File: src/rtl/spi_quad_controller.sv
// Quad-SPI initiator: turns single-word register read/write requests into framed
// 4-bit-wide SPI transactions (mode 0, MSB nibble first) and returns read data.
module spi_quad_controller #(
  parameter int unsigned CLK_DIV  = 4,
  parameter int unsigned AWIDTH   = 7,
  parameter int unsigned DWIDTH   = 16,
  parameter int unsigned TURN_CYC = 2
) (
  input  logic              clk,
  input  logic              rst_n,
  input  logic              req_valid,
  output logic              req_ready,
  input  logic              req_we,
  input  logic [AWIDTH-1:0] req_addr,
  input  logic [DWIDTH-1:0] req_wdata,
  output logic              rsp_valid,
  output logic [DWIDTH-1:0] rsp_rdata,
  output logic              busy,
  output logic              SCK,
  output logic              CS_N,
  output logic [3:0]        COPI,
  input  logic [3:0]        CIPO
);

  localparam int unsigned CmdNib  = (AWIDTH + 1) / 4;
  localparam int unsigned DataNib = DWIDTH / 4;
  localparam int unsigned TxW     = 1 + AWIDTH + DWIDTH;
  localparam int unsigned DivW    = (CLK_DIV > 1) ? $clog2(CLK_DIV + 1) : 1;
  localparam int unsigned NibMax  = (DataNib > TURN_CYC) ? DataNib : TURN_CYC;
  localparam int unsigned CntW    = $clog2(NibMax + 2);
  localparam int unsigned TurnM1  = (TURN_CYC > 0) ? TURN_CYC - 1 : 0;

  localparam logic [DivW-1:0] DivLoad  = DivW'(CLK_DIV - 1);
  localparam logic [CntW-1:0] CmdLoad  = CntW'(CmdNib - 1);
  localparam logic [CntW-1:0] TurnLoad = CntW'(TurnM1);
  localparam logic [CntW-1:0] DataLoad = CntW'(DataNib - 1);

  typedef enum logic [2:0] {
    StIdle,
    StCsSetup,
    StCmd,
    StTurn,
    StData,
    StCsHold,
    StGap
  } state_e;

  state_e            state_q, state_d;
  logic [DivW-1:0]   div_q, div_d;
  logic [CntW-1:0]   cnt_q, cnt_d;
  logic              sck_q, sck_d;
  logic              cs_n_q, cs_n_d;
  logic [TxW-1:0]    tx_q, tx_d;
  logic [DWIDTH-1:0] rx_q, rx_d;
  logic              we_q, we_d;
  logic [DWIDTH-1:0] rdata_q, rdata_d;
  logic              rsp_valid_q, rsp_valid_d;
  logic              tick;

  // Half-period tick; the divider reloads on every tick and on every state entry.
  assign tick = (div_q == '0);

  // State and datapath registers; reset aborts any frame in progress.
  always_ff @(posedge clk or negedge rst_n) begin
    if (!rst_n) begin
      state_q     <= StIdle;
      div_q       <= '0;
      cnt_q       <= '0;
      sck_q       <= 1'b0;
      cs_n_q      <= 1'b1;
      tx_q        <= '0;
      rx_q        <= '0;
      we_q        <= 1'b0;
      rdata_q     <= '0;
      rsp_valid_q <= 1'b0;
    end else begin
      state_q     <= state_d;
      div_q       <= div_d;
      cnt_q       <= cnt_d;
      sck_q       <= sck_d;
      cs_n_q      <= cs_n_d;
      tx_q        <= tx_d;
      rx_q        <= rx_d;
      we_q        <= we_d;
      rdata_q     <= rdata_d;
      rsp_valid_q <= rsp_valid_d;
    end
  end

  // Frame sequencing: SCK toggles on ticks in CMD/TURN/DATA; CIPO is captured on the
  // rising tick, the next COPI nibble is shifted out on the falling tick.
  always_comb begin
    state_d     = state_q;
    div_d       = div_q;
    cnt_d       = cnt_q;
    sck_d       = sck_q;
    cs_n_d      = cs_n_q;
    tx_d        = tx_q;
    rx_d        = rx_q;
    we_d        = we_q;
    rdata_d     = rdata_q;
    rsp_valid_d = 1'b0;

    if (state_q != StIdle) begin
      div_d = tick ? DivLoad : div_q - DivW'(1);
    end

    case (state_q)
      StIdle: begin
        if (req_valid) begin
          state_d = StCsSetup;
          div_d   = DivLoad;
          cs_n_d  = 1'b0;
          we_d    = req_we;
          // Reads shift zeros after the command, so COPI stays 0 for the rest of the frame.
          tx_d    = {req_we, req_addr, req_wdata & {DWIDTH{req_we}}};
        end
      end
      StCsSetup: begin
        if (tick) begin
          state_d = StCmd;
          cnt_d   = CmdLoad;
        end
      end
      StCmd, StTurn, StData: begin
        if (tick) begin
          sck_d = ~sck_q;
          if (!sck_q) begin
            if (state_q == StData && !we_q) begin
              rx_d = {rx_q[DWIDTH-5:0], CIPO};
            end
          end else begin
            tx_d = {tx_q[TxW-5:0], 4'h0};
            if (cnt_q != '0) begin
              cnt_d = cnt_q - CntW'(1);
            end else begin
              case (state_q)
                StCmd: begin
                  if (we_q || TURN_CYC == 0) begin
                    state_d = StData;
                    cnt_d   = DataLoad;
                  end else begin
                    state_d = StTurn;
                    cnt_d   = TurnLoad;
                  end
                end
                StTurn: begin
                  state_d = StData;
                  cnt_d   = DataLoad;
                end
                default: state_d = StCsHold;
              endcase
            end
          end
        end
      end
      StCsHold: begin
        if (tick) begin
          state_d     = StGap;
          cs_n_d      = 1'b1;
          cnt_d       = CntW'(1);
          rsp_valid_d = 1'b1;
          if (!we_q) begin
            rdata_d = rx_q;
          end
        end
      end
      StGap: begin
        if (tick) begin
          if (cnt_q == '0) begin
            state_d = StIdle;
          end else begin
            cnt_d = cnt_q - CntW'(1);
          end
        end
      end
      default: state_d = StIdle;
    endcase
  end

  assign req_ready = (state_q == StIdle);
  assign busy      = ~req_ready;
  assign rsp_valid = rsp_valid_q;
  assign rsp_rdata = rdata_q;
  assign SCK       = sck_q;
  assign CS_N      = cs_n_q;
  assign COPI      = tx_q[TxW-1 -: 4];

endmodule

File: config.mk
export PLATFORM = sky130hd
export DESIGN_NAME = spi_quad_controller
export DESIGN_NICKNAME = d
export VERILOG_FILES = /design/src/rtl/spi_quad_controller.sv
export SDC_FILE = /design/constraint.sdc
export NUM_CORES = 1
export LEC_CHECK = 0
export ABC_CLOCK_PERIOD_IN_PS = 2900
export CAP_MARGIN = 20
export CORE_MARGIN = 8
export CORE_UTILIZATION = 45
export DETAILED_ROUTE_END_ITERATION = 8
export PLACE_DENSITY = 0.67
export SKIP_LAST_GASP = 1
export SLEW_MARGIN = 20
export SYNTH_ARGS = -nofsm -noshare
export SYNTH_HDL_FRONTEND = slang
export SYNTH_SLANG_ARGS = --single-unit
File: constraint.sdc
create_clock -name clk -period 2.9 [get_ports clk]
set_input_delay 0.29 -clock clk [delete_from_list [all_inputs] [get_ports clk]]
set_output_delay 0.29 -clock clk [all_outputs]
set_load 0.1 [all_outputs]
# [Word level (Yosys, flattened, before mapping)]
# Cells that the tools add are included.
[op_classes] n_addsub=2 eq_ne=17 muxes=33 bitwise=4 n_reduce_logical=20
[op_table] operator="24-bit two-way mux" count=3
[op_table] operator="3-bit two-way mux" count=19
[op_table] operator="24-bit case mux with 2 select lines" count=1
[op_table] operator="2-bit inequality test, second input constant" count=9
[op_table] operator="16-bit AND" count=1
[op_table] operator="3-bit case mux with 5 select lines" count=1
[op_table] operator="3-bit case mux with 2 select lines" count=2
[op_table] operator="3-bit == test, second input constant" count=3
[op_table] operator="3-bit logical NOT" count=3
[op_table] operator="3-bit case mux with 3 select lines" count=1
[op_table] operator="3-bit nonzero test" count=3
[op_table] operator="4-bit AND reduction" count=2
[op_table] operator="8-bit AND reduction" count=1
[op_table] operator="7-bit AND reduction" count=1
[op_table] operator="3-bit by 2-bit == test with 1-bit output, second input constant" count=2
[op_table] operator="3-bit AND reduction" count=2
[op_table] operator="3-bit by 1-bit subtractor with 3-bit output, second input constant" count=2
[op_table] operator="1-bit two-way mux" count=4
[op_table] operator="4-bit inequality test, second input constant" count=1
[op_table] operator="2-bit AND reduction" count=2
[op_table] operator="2-bit nonzero test" count=2
[op_table] operator="3-bit by 1-bit == test with 1-bit output, second input constant" count=1
[op_table] operator="1-bit inverter" count=3
[op_table] operator="3-bit OR reduction" count=1
[op_table] operator="other kinds (6)" count=6
[word_totals] register_bits=69 out_inout_bits=25 elab_cells=86

# [Logic depth before layout (Yosys ltp)]
[depth] ltp_word=6 depth_mapped=10

# [Least setup slack after synthesis]
# OpenSTA, ideal clock, no wires.
[synth_timing] path_type="register -> register" from="reg state_q[1]" to="reg state_q[0]" t_arrival_ns=2.825 t_required_ns=2.775 setup_slack_ns=-0.049 path_stages_with_launch=8 path_buffers=1 period_less_slack_ns=2.949 cell_sequence="dfrtp_1 > buf_2 > nor2_1 > nand2_1 > inv_1 > a211o_1 > nand2_1 > mux2_2"
[synth_between] elab_cells_between_ends=22 cone_classes="14 x eq/ne; 5 x mux; 3 x reduce/logical"
[synth_lines] item="start, declared" line="48" rtl="state_e state_q, state_d;"
[synth_lines] item="start signal, assigned" line="66" rtl="state_q <= StIdle;"
[synth_lines] item="start signal, assigned" line="77" rtl="state_q <= state_d;"
[synth_lines] item="3-bit logical NOT *"
[synth_lines] item="named net req_ready" line="12" rtl="output logic req_ready,"
[synth_lines] item="2-bit inequality test (no source line)"
[synth_lines] item="8-bit AND reduction (no source line)"
# Mark *: on every way through the listed nets, which the timed path passes. The rest lies on a longest branch. The select of a mux whose other input is x is not followed.
# A chain may end at the register's enable or synchronous reset.

# [Worst setup path after layout]
[layout_timing] from="reg state_q[1]" to="out req_ready"
[layout_between] elab_chain_len=1
[layout_rtl] item="3-bit logical NOT" line="181" rtl="assign req_ready = (state_q == StIdle);"
[layout_rtl] item="end, declared" line="12"
# Every way passes these cells.

==> run summary <==
synth cell count leaders - 68 x dfrtp_1, 33 x nand2_1, 32 x o21ai_0
area grow syn2layout - 22.89%
DPL Wire Length - 4054 um
count leader, synth - dfrtp_1
Post-CTS Setup Inserts - 0
Avg WL per Cell - 14.06 um
final WL - 6086 um
initial antenna violation count - 0
filler instances - 592
LEAKAGE - 1.946 nW
crit-path max FO - 19
CTS Buf Count - 9
core footprint - 6832 um2
first-pass GRT wire length - 10440 um
Synth area leaders - dfrtp_1 53%, mux2_2 8.8%, o21ai_0 5.0%
VDD IR max - 0.8981 mV
H-tree level count - 3
Site Rows - 30
post-cts gate resize count - 0
# nets final - 367
Ant. Diodes - 0
#FFs+latches synth - 69
DP Worst Slack - 0.6933 ns
Yosys top cell area share - 53.04%
PD cells - 977.8 nW/um2
RSZ-0062 raised after global routing - false
CTS sink count - 69
FMAX - 443.7 MHz
Antenna Nets Post-Route - 0
Syn Nets - 320
Synth area leader - dfrtp_1
hold-fix buffers at CTS - 0
Placer Congestion - 0.7971
clock-pin slew on the worst setup and hold paths - 0.08 ns
largest net degree at the start of global routing - 70
vias - 2188
Main synth FF type - dfrtp_1
final core utilization - 57.71%
clk buf depth - 2
CTS tree - yes
number of port buffers - 55
register area share after synthesis - 53.86%
final number of hold-violating endpoints - 0
smallest setup slack after layout - 0.6462 ns
Tcrit/Tclk final - 77.72%
Final min period - 2.254 ns
vias per inst - 5.053
Power Total - 3.855 mW
clk_lat worst skew - 0.33 ns
drt first pass iters - 4
Root Buffer - clkbuf_8
slew at the pin closest to its max-slew limit - 0.8487 ns
Die Area - 10090 um2
register area - 1728 um2
area of the multi-input gates - 1321 um2
Mapped Avg Cell Area - 11.26 um2
Data arrival, critical path - 1.96 ns
Gate Count Post-Synth - 285
Fin Clk Skew - 0.009015 ns
Rel. slew slack - 43.42%
Max-Cap Viols - 0
die span in y - 100.4 um
Worst Path Required - 2.61 ns
setup TNS - 0 ns
DRC violations left - 0
DRT iter0 DRCs - 106
FFs w/ async S/R, synth - 100.0%
max-slew violation count - 0
Initial Util - 46.96%
number of synthesized flops with an enable pin - 0
Congestion Overflow GR - 0
die width - 100.4 um
share of layout cells above drive strength 1 - 27.30%
num ports - 56
Hold Crit Class - in2async
vias in the first global route - 2184
Worst Setup Path Type - reg2out
Syn. warnings - 0
critical path startpoint category - flop
nature of the critical path endpoint - output port
GR Util All Layers - 13.07%
outcome - finished clean
mapped cell area - 3208 um2
Synth cell types - 44
Final Setup Violations - 0
-- sequential cells by signal, summed over array words and instances, names as in the netlist --
signal / count
tx_q: 24
rsp_rdata: 16
rx_q: 16
cnt_q: 3
div_q: 3
state_q: 3
CS_N: 1
SCK: 1
rsp_valid: 1
we_q: 1
-- routing by layer --
metal  vias up  share of wire, %  GRT usage [%]
li1       1088                 -              -
met1      1035                48          16.33
met2        58                45          19.90
met3         7               5.8          5.190
met4         0              0.99          4.651
met5         -                 0              0
-- cell families (layout without fill, tap and decap cells) --
logic type	after synthesis	in the layout	share of synthesized area (%)
buffers and inverters	30	82	5.265
multiplexers	43	43	15.95
flip-flops	69	69	53.86
adder cells (fa/ha/maj)	4	4	1.560
AND/OR/NAND/NOR	75	75	11.78
XOR/XNOR	1	1	0.2731
AO/OA/AOI/OAI	63	63	11.31
-- cell type report --
cell class | count | share of cell area [%]
Sequential cell | 69 | 43.83
Clock buffer | 11 | 3.840
Clock inverter | 5 | 2.095
Inverter | 7 | 0.6665
Tap cell | 96 | 3.047
Timing Repair Buffer | 59 | 13.01
Multi-Input combinational cell | 186 | 33.51
-- worst max-delay path, cell delays in order, from the launching register on --
cell and delay (ns):
dfrtp_1 0.57, nor2_1 0.42, nand2_2 0.19, inv_1 0.14
buf_4 0.30
-- cells in the final DEF, fill, tap and decap left out, types with 7 or more instances in the layout --
cell and count:
clkbuf_8 11, buf_4 29, o21ai_0 31, mux2_2 25, nand2_1 32, dfrtp_1 68, nor2_1 8, a21oi_1 15
inv_1 7, clkdlybuf4s50_1 29, and3_1 12, nand3_1 7, mux2_4 10, mux2i_1 8
-- per-stage QoR --
step / area, um2 / cells / hold WS (ns)
2_1_floorplan: 3211 / 285 / -0.005591
3_3_place_gp: 3709 / 417 / 0.4602
3_5_place_dp: 3709 / 417 / 0.4697
4_1_cts: 3943 / 433 / 0.1822
5_1_grt: 3943 / 433 / 0.2231
6_report: 3943 / 433 / 0.1445
-- where the power goes --
group / leakage (nW) / switching, mW / internal (mW)
registers: 0.907 / 0.186 / 1.19
clock network: 0.120 / 0.361 / 0.533
logic: 0.919 / 1.08 / 0.510
total: 1.95 / 1.63 / 2.23
-- path summary, 6_finish.rpt --
check | start | endpoint | slack (ns) | depth (start not counted)
setup / recovery | state_q[1] | req_ready | 0.65 | 4
hold reg to reg | tx_q[20] | tx_q[20] | 0.48 | 2
min in group clk | tx_q[20] | tx_q[20] | 0.48 | 2
hold / removal | rst_n | rsp_rdata[11] | 0.14 | 2
setup reg to reg | div_q[0] | rx_q[8] | 0.69 | 6
max in group asynchronous | rst_n | div_q[2] | 2.20 | 2
No activity file was read; power rests on OpenSTA's default activity.
